**config.mk**
```make
export PLATFORM = sky130hd
export DESIGN_NAME = fetch_stage
export DESIGN_NICKNAME = d
export VERILOG_FILES = /design/src/rtl/fetch_stage_pkg.sv /design/src/rtl/dff.sv /design/src/rtl/dff_16.sv /design/src/rtl/fetch_stage_fsm.sv /design/src/rtl/fetch_stage.sv
export SDC_FILE = /design/constraint.sdc
export NUM_CORES = 1
export LEC_CHECK = 0
export CORE_ASPECT_RATIO = 0.9
export CORE_MARGIN = 2
export CORE_UTILIZATION = 45
export CTS_CLUSTER_DIAMETER = 80
export CTS_CLUSTER_SIZE = 30
export DETAILED_ROUTE_END_ITERATION = 7
export PLACE_DENSITY = 0.77
export SLEW_MARGIN = 30
export SYNTH_ARGS = -nofsm -noshare
export SYNTH_HDL_FRONTEND = slang
export SYNTH_SLANG_ARGS = --single-unit
```
**constraint.sdc**
```tcl
create_clock -name clk -period 7.51 [get_ports clk]
set_input_delay 1.502 -clock clk [delete_from_list [all_inputs] [get_ports clk]]
set_output_delay 1.502 -clock clk [all_outputs]
set_load 0.05 [all_outputs]
```
**src/rtl/fetch_stage_pkg.sv**
```systemverilog
// rtl/fetch_stage_pkg.sv - shared encodings and constants for the fetch stage
package fetch_stage_pkg;

    typedef enum logic [1:0] {
        ST_REQ    = 2'd0,
        ST_WAIT   = 2'd1,
        ST_HOLD   = 2'd2,
        ST_HALTED = 2'd3
    } fetch_state_e;

    typedef enum logic [1:0] {
        PC_SEL_INC   = 2'd0,
        PC_SEL_REDIR = 2'd1,
        PC_SEL_TGT   = 2'd2
    } pc_sel_e;

    localparam logic [15:0] DEFAULT_NOP_INSTR = 16'h0800;
    localparam logic [15:0] PC_INC            = 16'd2;

endpackage

```
**src/rtl/dff.sv**
```systemverilog
// rtl/dff.sv - single-bit register cell with synchronous reset and enable
module dff #(
    parameter logic RST_VAL = 1'b0
) (
    input  logic clk_i,
    input  logic rst_i,
    input  logic en_i,
    input  logic d_i,
    output logic q_o
);

    always_ff @(posedge clk_i) begin
        if (rst_i) begin
            q_o <= RST_VAL;
        end else if (en_i) begin
            q_o <= d_i;
        end
    end

endmodule

```
**src/rtl/dff_16.sv**
```systemverilog
// rtl/dff_16.sv - 16-bit register cell with synchronous reset and enable
module dff_16 #(
    parameter logic [15:0] RST_VAL = 16'h0000
) (
    input  logic        clk_i,
    input  logic        rst_i,
    input  logic        en_i,
    input  logic [15:0] d_i,
    output logic [15:0] q_o
);

    always_ff @(posedge clk_i) begin
        if (rst_i) begin
            q_o <= RST_VAL;
        end else if (en_i) begin
            q_o <= d_i;
        end
    end

endmodule

```
**src/rtl/fetch_stage_fsm.sv**
```systemverilog
// rtl/fetch_stage_fsm.sv - fetch control: state/squash registers and datapath enables
module fetch_fsm
    import fetch_stage_pkg::*;
(
    input  logic         clk_i,
    input  logic         rst_i,
    input  logic         stall_i,
    input  logic         redirect_i,
    input  logic         halt_i,
    input  logic         imem_done_i,
    output fetch_state_e state_o,
    output logic         pc_load_o,
    output pc_sel_e      pc_sel_o,
    output logic         buf_load_o,
    output logic         tgt_load_o,
    output logic         use_buf_o,
    output logic         fetch_valid_o,
    output logic         imem_rd_o
);

    fetch_state_e state_q, state_d;
    logic [1:0]   state_bits_q;
    logic [1:0]   state_bits_d;
    logic         squash_q, squash_d;

    assign state_q      = fetch_state_e'(state_bits_q);
    assign state_bits_d = state_d;
    assign state_o      = state_q;

    dff #(.RST_VAL(1'b0)) u_state0 (
        .clk_i(clk_i), .rst_i(rst_i), .en_i(1'b1), .d_i(state_bits_d[0]), .q_o(state_bits_q[0])
    );
    dff #(.RST_VAL(1'b0)) u_state1 (
        .clk_i(clk_i), .rst_i(rst_i), .en_i(1'b1), .d_i(state_bits_d[1]), .q_o(state_bits_q[1])
    );
    dff #(.RST_VAL(1'b0)) u_squash (
        .clk_i(clk_i), .rst_i(rst_i), .en_i(1'b1), .d_i(squash_d), .q_o(squash_q)
    );

    always_comb begin
        state_d       = state_q;
        squash_d      = squash_q;
        pc_load_o     = 1'b0;
        pc_sel_o      = PC_SEL_INC;
        buf_load_o    = 1'b0;
        tgt_load_o    = 1'b0;
        use_buf_o     = 1'b0;
        fetch_valid_o = 1'b0;
        imem_rd_o     = 1'b0;

        unique case (state_q)
            ST_REQ, ST_WAIT: begin
                imem_rd_o = 1'b1;
                if (redirect_i) begin
                    if (imem_done_i) begin
                        pc_load_o = 1'b1;
                        pc_sel_o  = PC_SEL_REDIR;
                        squash_d  = 1'b0;
                        state_d   = ST_REQ;
                    end else begin
                        // read in flight cannot be cancelled; remember where to go
                        tgt_load_o = 1'b1;
                        squash_d   = 1'b1;
                        state_d    = ST_WAIT;
                    end
                end else if (halt_i) begin
                    imem_rd_o = 1'b0;
                    squash_d  = 1'b0;
                    state_d   = ST_HALTED;
                end else if (squash_q) begin
                    if (imem_done_i) begin
                        pc_load_o = 1'b1;
                        pc_sel_o  = PC_SEL_TGT;
                        squash_d  = 1'b0;
                        state_d   = ST_REQ;
                    end else begin
                        state_d = ST_WAIT;
                    end
                end else if (imem_done_i) begin
                    fetch_valid_o = 1'b1;
                    if (stall_i) begin
                        buf_load_o = 1'b1;
                        state_d    = ST_HOLD;
                    end else begin
                        pc_load_o = 1'b1;
                        state_d   = ST_REQ;
                    end
                end else begin
                    state_d = ST_WAIT;
                end
            end
            ST_HOLD: begin
                use_buf_o = 1'b1;
                if (redirect_i) begin
                    pc_load_o = 1'b1;
                    pc_sel_o  = PC_SEL_REDIR;
                    state_d   = ST_REQ;
                end else if (halt_i) begin
                    state_d = ST_HALTED;
                end else begin
                    fetch_valid_o = 1'b1;
                    if (!stall_i) begin
                        pc_load_o = 1'b1;
                        state_d   = ST_REQ;
                    end
                end
            end
            default: ;
        endcase

        if (rst_i) begin
            fetch_valid_o = 1'b0;
            imem_rd_o     = 1'b0;
        end
    end

endmodule

```
**src/rtl/fetch_stage.sv**
```systemverilog
// rtl/fetch_stage.sv - instruction fetch stage: PC, imem handshake, hold buffer, redirects
module fetch_stage
    import fetch_stage_pkg::*;
#(
    parameter logic [15:0] RESET_PC  = 16'h0000,
    parameter logic [15:0] NOP_INSTR = DEFAULT_NOP_INSTR
) (
    input  logic        clk,
    input  logic        rst,
    input  logic        stall,
    input  logic        redirect,
    input  logic [15:0] redirect_pc,
    input  logic        halt,
    output logic        imem_rd,
    output logic [15:0] imem_addr,
    input  logic [15:0] imem_data,
    input  logic        imem_done,
    output logic [15:0] instr_out,
    output logic [15:0] pc_plus2_out,
    output logic        fetch_valid,
    output logic        err
);

    fetch_state_e state;
    pc_sel_e      pc_sel;
    logic         pc_load, buf_load, tgt_load, use_buf;
    logic [15:0]  pc_q, pc_d, tgt_q, buf_q;

    fetch_fsm u_fsm (
        .clk_i        (clk),
        .rst_i        (rst),
        .stall_i      (stall),
        .redirect_i   (redirect),
        .halt_i       (halt),
        .imem_done_i  (imem_done),
        .state_o      (state),
        .pc_load_o    (pc_load),
        .pc_sel_o     (pc_sel),
        .buf_load_o   (buf_load),
        .tgt_load_o   (tgt_load),
        .use_buf_o    (use_buf),
        .fetch_valid_o(fetch_valid),
        .imem_rd_o    (imem_rd)
    );

    always_comb begin
        pc_d = pc_q + PC_INC;
        unique case (pc_sel)
            PC_SEL_REDIR: pc_d = redirect_pc;
            PC_SEL_TGT:   pc_d = tgt_q;
            default:      pc_d = pc_q + PC_INC;
        endcase
    end

    dff_16 #(.RST_VAL(RESET_PC)) u_pc (
        .clk_i(clk), .rst_i(rst), .en_i(pc_load), .d_i(pc_d), .q_o(pc_q)
    );
    dff_16 #(.RST_VAL(16'h0000)) u_tgt (
        .clk_i(clk), .rst_i(rst), .en_i(tgt_load), .d_i(redirect_pc), .q_o(tgt_q)
    );
    dff_16 #(.RST_VAL(16'h0000)) u_buf (
        .clk_i(clk), .rst_i(rst), .en_i(buf_load), .d_i(imem_data), .q_o(buf_q)
    );

    assign imem_addr    = pc_q;
    assign pc_plus2_out = pc_q + PC_INC;
    assign instr_out    = !fetch_valid ? NOP_INSTR : (use_buf ? buf_q : imem_data);
    assign err          = !rst && (state != ST_HALTED) && pc_q[0];

endmodule

```
* Yosys cells after proc, flatten, opt, wreduce, memory -nomap -nowiden *
Cells that the tools add are included.

word-level totals
  register bits after elaboration = 51
  bits of input ports = 38
  logic and storage cells = 72

operators by class
  add/subtract/negate cells = 1
  equal/unequal tests = 6
  multiplexer cells = 52
  reduce and logical (&&, ||, !) cells = 7

operators by type and width
  cell                   number
  $mux 1                 33
  $mux 16                2
  $pmux 16 s2            1
  $mux 2                 12
  $add 16x2->16 const B  1
  $pmux 2 s2             2
  $eq 2x1->1 const B     2
  $eq 2x2->1 const B     2
  $ne 4x4->1 const B     1
  $pmux 1 s2             2
  $logic_and 1x1->1      2
  $logic_not 2->1        1
  $ne 2x2->1 const B     1
  $reduce_and 2->1       1
  $reduce_bool 2->1      1
  $reduce_or 2->1        1
  $logic_not 1->1        1

* Depth between registers and ports, before layout *
Gate-level depths: netlist of run 1.

  word-level depth = 7
  mapped depth = 14
  depth with buffers taken out = 9

* Hierarchy *
Synthesis of run 1 repeated with hierarchy kept, for this count alone.

second synthesis, totals
  cell total of the unflattened synthesis = 321
  area, all modules = 2981.6 um^2

modules (own cells, without submodules)
  module       times used  cells each  area each (um^2)
  dff_16       3           52          580.6
  fetch_stage  1           130         943.4
  fetch_fsm    1           26          195.2
  dff          3           3           33.8

* Worst setup path before layout of run 1 *
OpenSTA, ideal clock, no wires.

  path type = input to output
  from = input port imem_done
  to = output port instr_out[10]
  arrival = 3.094 ns
  data required time = 6.008 ns
  slack = 2.914 ns
  stages = 5
  cells stage by stage = or2b_2 -> o21ai_0 -> nand3b_1 -> buf_2 -> a21oi_1

between the ends
  longest elaborated chain between the ends = 7

RTL lines
  element          line                    RTL
  start, declared  fetch_stage.sv:17       input logic imem_done,
  $mux 1           fetch_stage_fsm.sv:79   end else if (imem_done_i) begin
  $mux 1           fetch_stage_fsm.sv:70   end else if (squash_q) begin
  $mux 1           fetch_stage_fsm.sv:66   end else if (halt_i) begin
  $mux 1           fetch_stage_fsm.sv:54   if (redirect_i) begin
  $pmux 1 s2       fetch_stage_fsm.sv:51   unique case (state_q)
  $mux 1           fetch_stage_fsm.sv:111  if (rst_i) begin
  $mux 16          fetch_stage.sv:67       assign instr_out = !fetch_valid ? NOP_INSTR : (use_buf ? buf_q : imem_data);
  end, declared    fetch_stage.sv:18       output logic [15:0] instr_out,

Every way passes these cells.

* Final worst setup path of run 1 *
Same ends and word-level chain as after synthesis.

==> out/metrics.cfg, run 1 <==
[timing]
worstMarginPinSlew_ns = 0.793
report.final.setup_viol = 0
max_freq_mhz = 176
holdWs_ns = 0.458
fin_crit_ns = 5.68
min_period_over_period_pct = 75.6
fin_tns_setup_ns = 0
rsz0062_at_grt = false
slew_violations = 0
relSlewSlack_pct = 47.1
clock-skew-final_ns = 0.00860
hold_viol = 0

[power_and_ir_drop]
p_leak_nw = 1.34
cellPowerDensity_nw_per_um2 = 161
ir_drop_v = 0.0000725
total_power_uw = 630

[logic_synthesis]
synth_xor_xnor_area_share_pct = 3.45
synth_cell_type_count = 57
synth_cells = 403
synthTopCellsByArea = dfxtp_1 34%, nand2_1 13%, a21oi_1 9.5%
yosys_warnings = 0
muxShareOfSynthArea_pct = 0
synth_top_area_share_pct = 33.6
synth_area_um2 = 3040
synth_edf_count = 0
synth_area_leader_cell = dfxtp_1
synth-adder-area-share_pct = 1.23
synthFlopType = dfxtp_1
avgSynthCellArea_um2 = 7.55
syn_nets = 444
synthSimpleGateAreaFrac_pct = 27.5
synth_seq_area_share_pct = 33.6
synth_top_family_by_area = simple AND/OR/NAND/NOR gates
synthArstFlopShare_pct = 0
synth_compound_gate_area_share_pct = 25.3
ys_ff_latch = 51

[floorplanning]
dieArea_um2 = 7440
pin_count = 89
coreArea_um2 = 6550
die-height_um = 82.0
num_rows = 28
initial_utilization_pct = 46.4
fp.dieW_um = 90.7

[drt]
via_per_inst = 5.62
drtIter0Drc = 232
drt_wl_total_um = 8410
vias = 3110
drtPass1Iterations = 5
wl_per_cell_um = 15.2
drtAntennaViolNets = 0
drc_errors = 0

[cts]
cts_setup_buffers = 0
worst_skew_pair.late_latency_ns = 0.30
cts-root-buf = clkbuf_8
cts_made_buffers = 5
cts-resized-gates = 0
htreeDepth = 2
clock-sinks = 51
cts.hold.buffers_added = 0
cts_tree = yes
path_clk_slew_ns = 0.08
cts_max_path_buffers = 2

[finish]
drive_above_1_share_pct = 4.54
area_delta_synth_final_pct = 28.6
n_antenna_cell = 0
final_net_count = 504

[grt]
grt_pass1_vias = 2720
grt_first_pass_wirelength_um = 13400
gr-total-overflow = 0
grt_antenna_before_repair = 0
track_usage_pct = 22.2
grt_max_degree = 63

[job]
cap_violations = 0

[placement]
place.gp.congestion = 0.866
dp_hpwl_um = 5940
io_buffer_count = 88

[setup_path]
critical_path_arrival_ns = 4.18
path_max_fanout = 17
crit_cells = 6
reg2reg_depth = 8
worst_setup_path_end_kind = output pin
crit_type = primary input to output pin
crit_family = buffers and inverters
path_cells = clkdlybuf4s50_1 -> or2b_2 -> o21ai_0 -> nand3b_1 -> a21oi_1 -> clkdlybuf4s50_1
cp-start-kind = primary input
path_buf_inv = 2
crit_top_cell = clkdlybuf4s50_1
slowest_delay_ns = 0.84
crit_slowest_cell = clkdlybuf4s50_1
crit_required_ns = 6.01

[min_path]
whs_path_depth = 2
worstHoldPathType = register to register

[status]
outcome = finished clean

[through the flow]
| step | utilization [%] | area (um2) | worst slack [ns] | instances |
|---|---|---|---|---|
| finish | 59.7 | 3910 | 1.83 | 553 |
| global route | 59.7 | 3910 | 1.65 | 553 |
| CTS | 59.6 | 3910 | 1.84 | 553 |
| detailed placement | 58.1 | 3800 | 1.86 | 546 |
| global placement | 58.0 | 3800 | 1.97 | 546 |
| floorplan | - | 3040 | 2.91 | 403 |
[final cells by class]
| class | count | area (um2) |
|---|---|---|
| clock buffers | 6 | 72.6 |
| clock inverters | 1 | 30.0 |
| fillers | 606 | 2640 |
| inverters | 12 | 45.0 |
| multi-input cells | 305 | 1750 |
| flip-flops and latches | 51 | 1020 |
| well taps | 90 | 113 |
| repair buffers | 88 | 878 |
[state kept, by name, indices dropped and copies added (netlist names)]
name and flops:
u_fsm.u_squash.q_o 1, u_buf.q_o 16, u_pc.q_o 16, u_fsm.u_state1.q_o 1, u_fsm.u_state0.q_o 1, u_tgt.q_o 16
[layout by cell type (no fill, tap or decap), types with 4 or more instances in the layout]
cell	synthesis	routed
nor4_1	6	6
nand2_1	105	105
a21oi_1	58	58
a221oi_1	5	5
nor3_1	8	8
dfxtp_1	51	51
a221o_1	4	4
o32ai_1	4	4
a31oi_1	5	5
nor2_1	13	13
clkbuf_8	3	5
a22oi_1	7	7
o21ai_0	6	6
xnor2_1	9	9
inv_1	12	12
nand4_1	7	7
clkdlybuf4s50_1	0	87
nand2b_1	5	5
o31ai_1	4	4
nand3_1	7	7
[Yosys cell counts, drive strengths merged, types with 2 or more instances]
cell and count:
a211oi 3, a21oi 58, a221o 4, a221oi 5, a22o 3, a22oi 7, a311oi 2, a31oi 5
and2 2, and3 2, and4 3, buf 16, clkbuf 19, dfxtp 51, ha 3, inv 12
nand2 105, nand2b 5, nand3 7, nand3b 2, nand4 8, nor2 15, nor2b 4, nor3 8
nor4 6, o211a 2, o211ai 2, o21ai 6, o22ai 2, o31a 2, o31ai 4, o32ai 5
or2b 2, xnor2 9, xor2 3
[worst paths after layout]
path	start	endpoint	slack [ns]
setup reg to reg	u_fsm.u_state1.q_o	u_pc.q_o[9]	3.59
hold / removal	u_tgt.q_o[2]	u_tgt.q_o[2]	0.46
setup / recovery	imem_done	instr_out[10]	1.83
hold reg to reg	u_tgt.q_o[2]	u_tgt.q_o[2]	0.46
[tightest hold or removal path, stage by stage (launching register included)]
cell and delay (ns):
dfxtp_1 0.32, nand2_1 0.05, a21oi_1 0.05
[routing by layer]
metal | wire length (um) | global-route usage (%) | share of wire [%]
met5 | 0 | 0 | 0
met4 | 76 | 5.69 | 0.90
met2 | 4060 | 37.2 | 48
met1 | 3770 | 29.0 | 45
met3 | 501 | 5.32 | 6.0
[where the power goes]
group	total, mW	switching [mW]	internal [mW]
clock	0.184	0.0867	0.0978
sequential	0.291	0.0108	0.280
combinational	0.154	0.0965	0.0575
total	0.630	0.194	0.436
[cell families (layout without fill, tap and decap cells)]
group,Yosys count,after routing
AOI/OAI and AO/OA,115,115
xor gates and xnor gates,12,12
adders and majority gates,3,3
buffers and inverters,47,107
DFF,51,51
and+or+nand+nor,175,175
(Power assumes the default switching activity.)
==> inputs of run 2 (changes only) <==
--- a/config.mk
+++ b/config.mk
@@ -7,7 +7,7 @@
 export LEC_CHECK = 0
 export CORE_ASPECT_RATIO = 0.9
 export CORE_MARGIN = 2
-export CORE_UTILIZATION = 45
+export CORE_UTILIZATION = 43
 export CTS_CLUSTER_DIAMETER = 80
 export CTS_CLUSTER_SIZE = 30
 export DETAILED_ROUTE_END_ITERATION = 7
==> constraint.sdc (replaced) <==
create_clock -name clk -period 4.56 [get_ports clk]
set_input_delay 0.912 -clock clk [delete_from_list [all_inputs] [get_ports clk]]
set_output_delay 0.912 -clock clk [all_outputs]
set_load 0.05 [all_outputs]
==> out/metrics.cfg, run 2 (synthesis gave the netlist of run 1 again) <==
[drt]
vias = 3177
via_per_inst = 5.67
drtIter0Drc = 246
drtPass1Iterations = 5
drc_errors = 0
drt_wl_total_um = 8400
wl_per_cell_um = 15.0
drtAntennaViolNets = 0

[timing]
fin_tns_setup_ns = 0
relSlewSlack_pct = 49.4
clock-skew-final_ns = 0.00681
slew_violations = 0
fin_crit_ns = 3.98
hold_viol = 0
max_freq_mhz = 251
report.final.setup_viol = 0
rsz0062_at_grt = false
min_period_over_period_pct = 87.2
worstMarginPinSlew_ns = 0.760

[finish]
drive_above_1_share_pct = 9.21
seqCellArea_um2 = 1020
final_cell_area_um2 = 3940
final_net_count = 507
area_delta_synth_final_pct = 29.6
final_common_cell = nand2_1
multi_input_area_um2 = 1750
fillCellCount = 663
n_antenna_cell = 0
layout_common_cells = 105 x nand2_1, 70 x clkdlybuf4s50_1, 58 x a21oi_1
largest_registers = u_buf.q_o x16, u_pc.q_o x16, u_tgt.q_o x16

[placement]
dp_hpwl_um = 6020
io_buffer_count = 88
placed_cell_area_um2 = 3820
place.gp.congestion = 0.818

[min_path]
whs_path_depth = 2
worstHoldPathType = register to register

[floorplanning]
dieArea_um2 = 7770
coreArea_um2 = 6970
num_rows = 29
initial_utilization_pct = 43.7
fp.dieW_um = 92.7
die-height_um = 83.8
pin_count = 89

[setup_path]
critical_path_arrival_ns = 3.06
worst_setup_path_end_kind = output pin
crit_slowest_cell = clkdlybuf4s50_1
crit_family = buffers and inverters
slowest_delay_ns = 0.62
crit_type = primary input to output pin
reg2reg_depth = 9
crit_cells = 6
path_max_fanout = 17
cp-start-kind = primary input
path_buf_inv = 2
crit_required_ns = 3.65
path_cells = clkdlybuf4s50_1 -> or2b_2 -> o21ai_0 -> nand3b_1 -> a21oi_1 -> buf_12

[power_and_ir_drop]
ir_drop_v = 0.000135
p_sw_share_pct = 31.6
pwr-share-clk_pct = 30.2
p_sw_uw = 334
p_int_uw = 722
cellPowerDensity_nw_per_um2 = 268
pwr-share-seq_pct = 45.4
pwr-share-comb_pct = 24.4
p_leak_nw = 1.40

[status]
outcome = finished clean

[cts]
cts_tree = yes
cts-root-buf = clkbuf_8
cts_made_buffers = 5
cts_setup_buffers = 0
htreeDepth = 2
cts_max_path_buffers = 2
clock-sinks = 51
cts.hold.buffers_added = 0
path_clk_slew_ns = 0.09
worst_skew_pair.late_latency_ns = 0.31
cts-resized-gates = 0

[grt]
grt_max_degree = 35
gr-total-overflow = 0
grt_first_pass_wirelength_um = 13800
grt_antenna_before_repair = 0
grt_pass1_vias = 2868
track_usage_pct = 21.5

[job]
cap_violations = 0

## run 2: cell types whose count changed in the layout (fill, tap and decap cells not counted)
cell / previous run / this run
clkinv_4: 0 / 1
clkdlybuf4s50_1: 87 / 70
buf_2: 0 / 1
buf_12: 0 / 3
buf_4: 1 / 17
clkinv_2: 0 / 1
clkbuf_1: 1 / 0
## run 2: per-stage QoR
stage          utilization, %  setup slack, ns  hold slack [ns]  cells  power, mW
2_1_floorplan               -             1.14            0.436    403      0.660
3_3_place_gp             54.9            0.709            0.441    552      0.741
3_5_place_dp             54.9            0.644            0.449    552      0.744
4_1_cts                  56.5            0.634            0.462    560       1.06
5_1_grt                  56.6            0.404            0.474    560       1.10
6_report                 56.6            0.584            0.461    560       1.06
## run 2: final cells by class
class,instances,area share (%)
Inverter,12,1.14
Multi-Input combinational cell,305,44.5
Sequential cell,51,25.9
Timing Repair Buffer,91,22.7
Tap cell,93,2.95
Clock buffer,5,1.75
Clock inverter,3,1.11
## run 2: per-layer routing
| metal | vias up | wire length (um) | GRT usage, % |
|---|---|---|---|
| met5 | - | 0 | 0 |
| met4 | 0 | 144 | 6.82 |
| met3 | 18 | 455 | 3.34 |
| met2 | 102 | 4020 | 33.1 |
| met1 | 1515 | 3780 | 30.7 |
| li1 | 1542 | - | - |
## run 2: path summary, 6_finish.rpt
kind	slack, ns	start	to
setup / recovery	0.58	imem_done	instr_out[14]
hold / removal	0.46	u_buf.q_o[11]	u_buf.q_o[11]
setup reg to reg	1.32	u_fsm.u_state1.q_o	u_pc.q_o[14]
hold reg to reg	0.46	u_buf.q_o[11]	u_buf.q_o[11]
## run 2: power groups by stage
| stage | clock, mW | combinational [mW] | sequential (mW) |
|---|---|---|---|
| 2_1_floorplan | 0 | 0.157 | 0.503 |
| 3_3_place_gp | 0 | 0.252 | 0.488 |
| 3_5_place_dp | 0 | 0.255 | 0.490 |
| 4_1_cts | 0.323 | 0.255 | 0.479 |
| 5_1_grt | 0.339 | 0.275 | 0.482 |
| 6_report | 0.319 | 0.257 | 0.480 |
## run 2: worst register-to-register path, cell delays in order (launching register included)
cell and delay, ns:
dfxtp_1 0.60, nand2b_1 0.50, nand2_1 0.17, buf_4 0.23, and2_1 0.19, inv_1 0.05
ha_1 0.38, a221oi_1 0.57, nor4_1 0.09, a221o_1 0.37
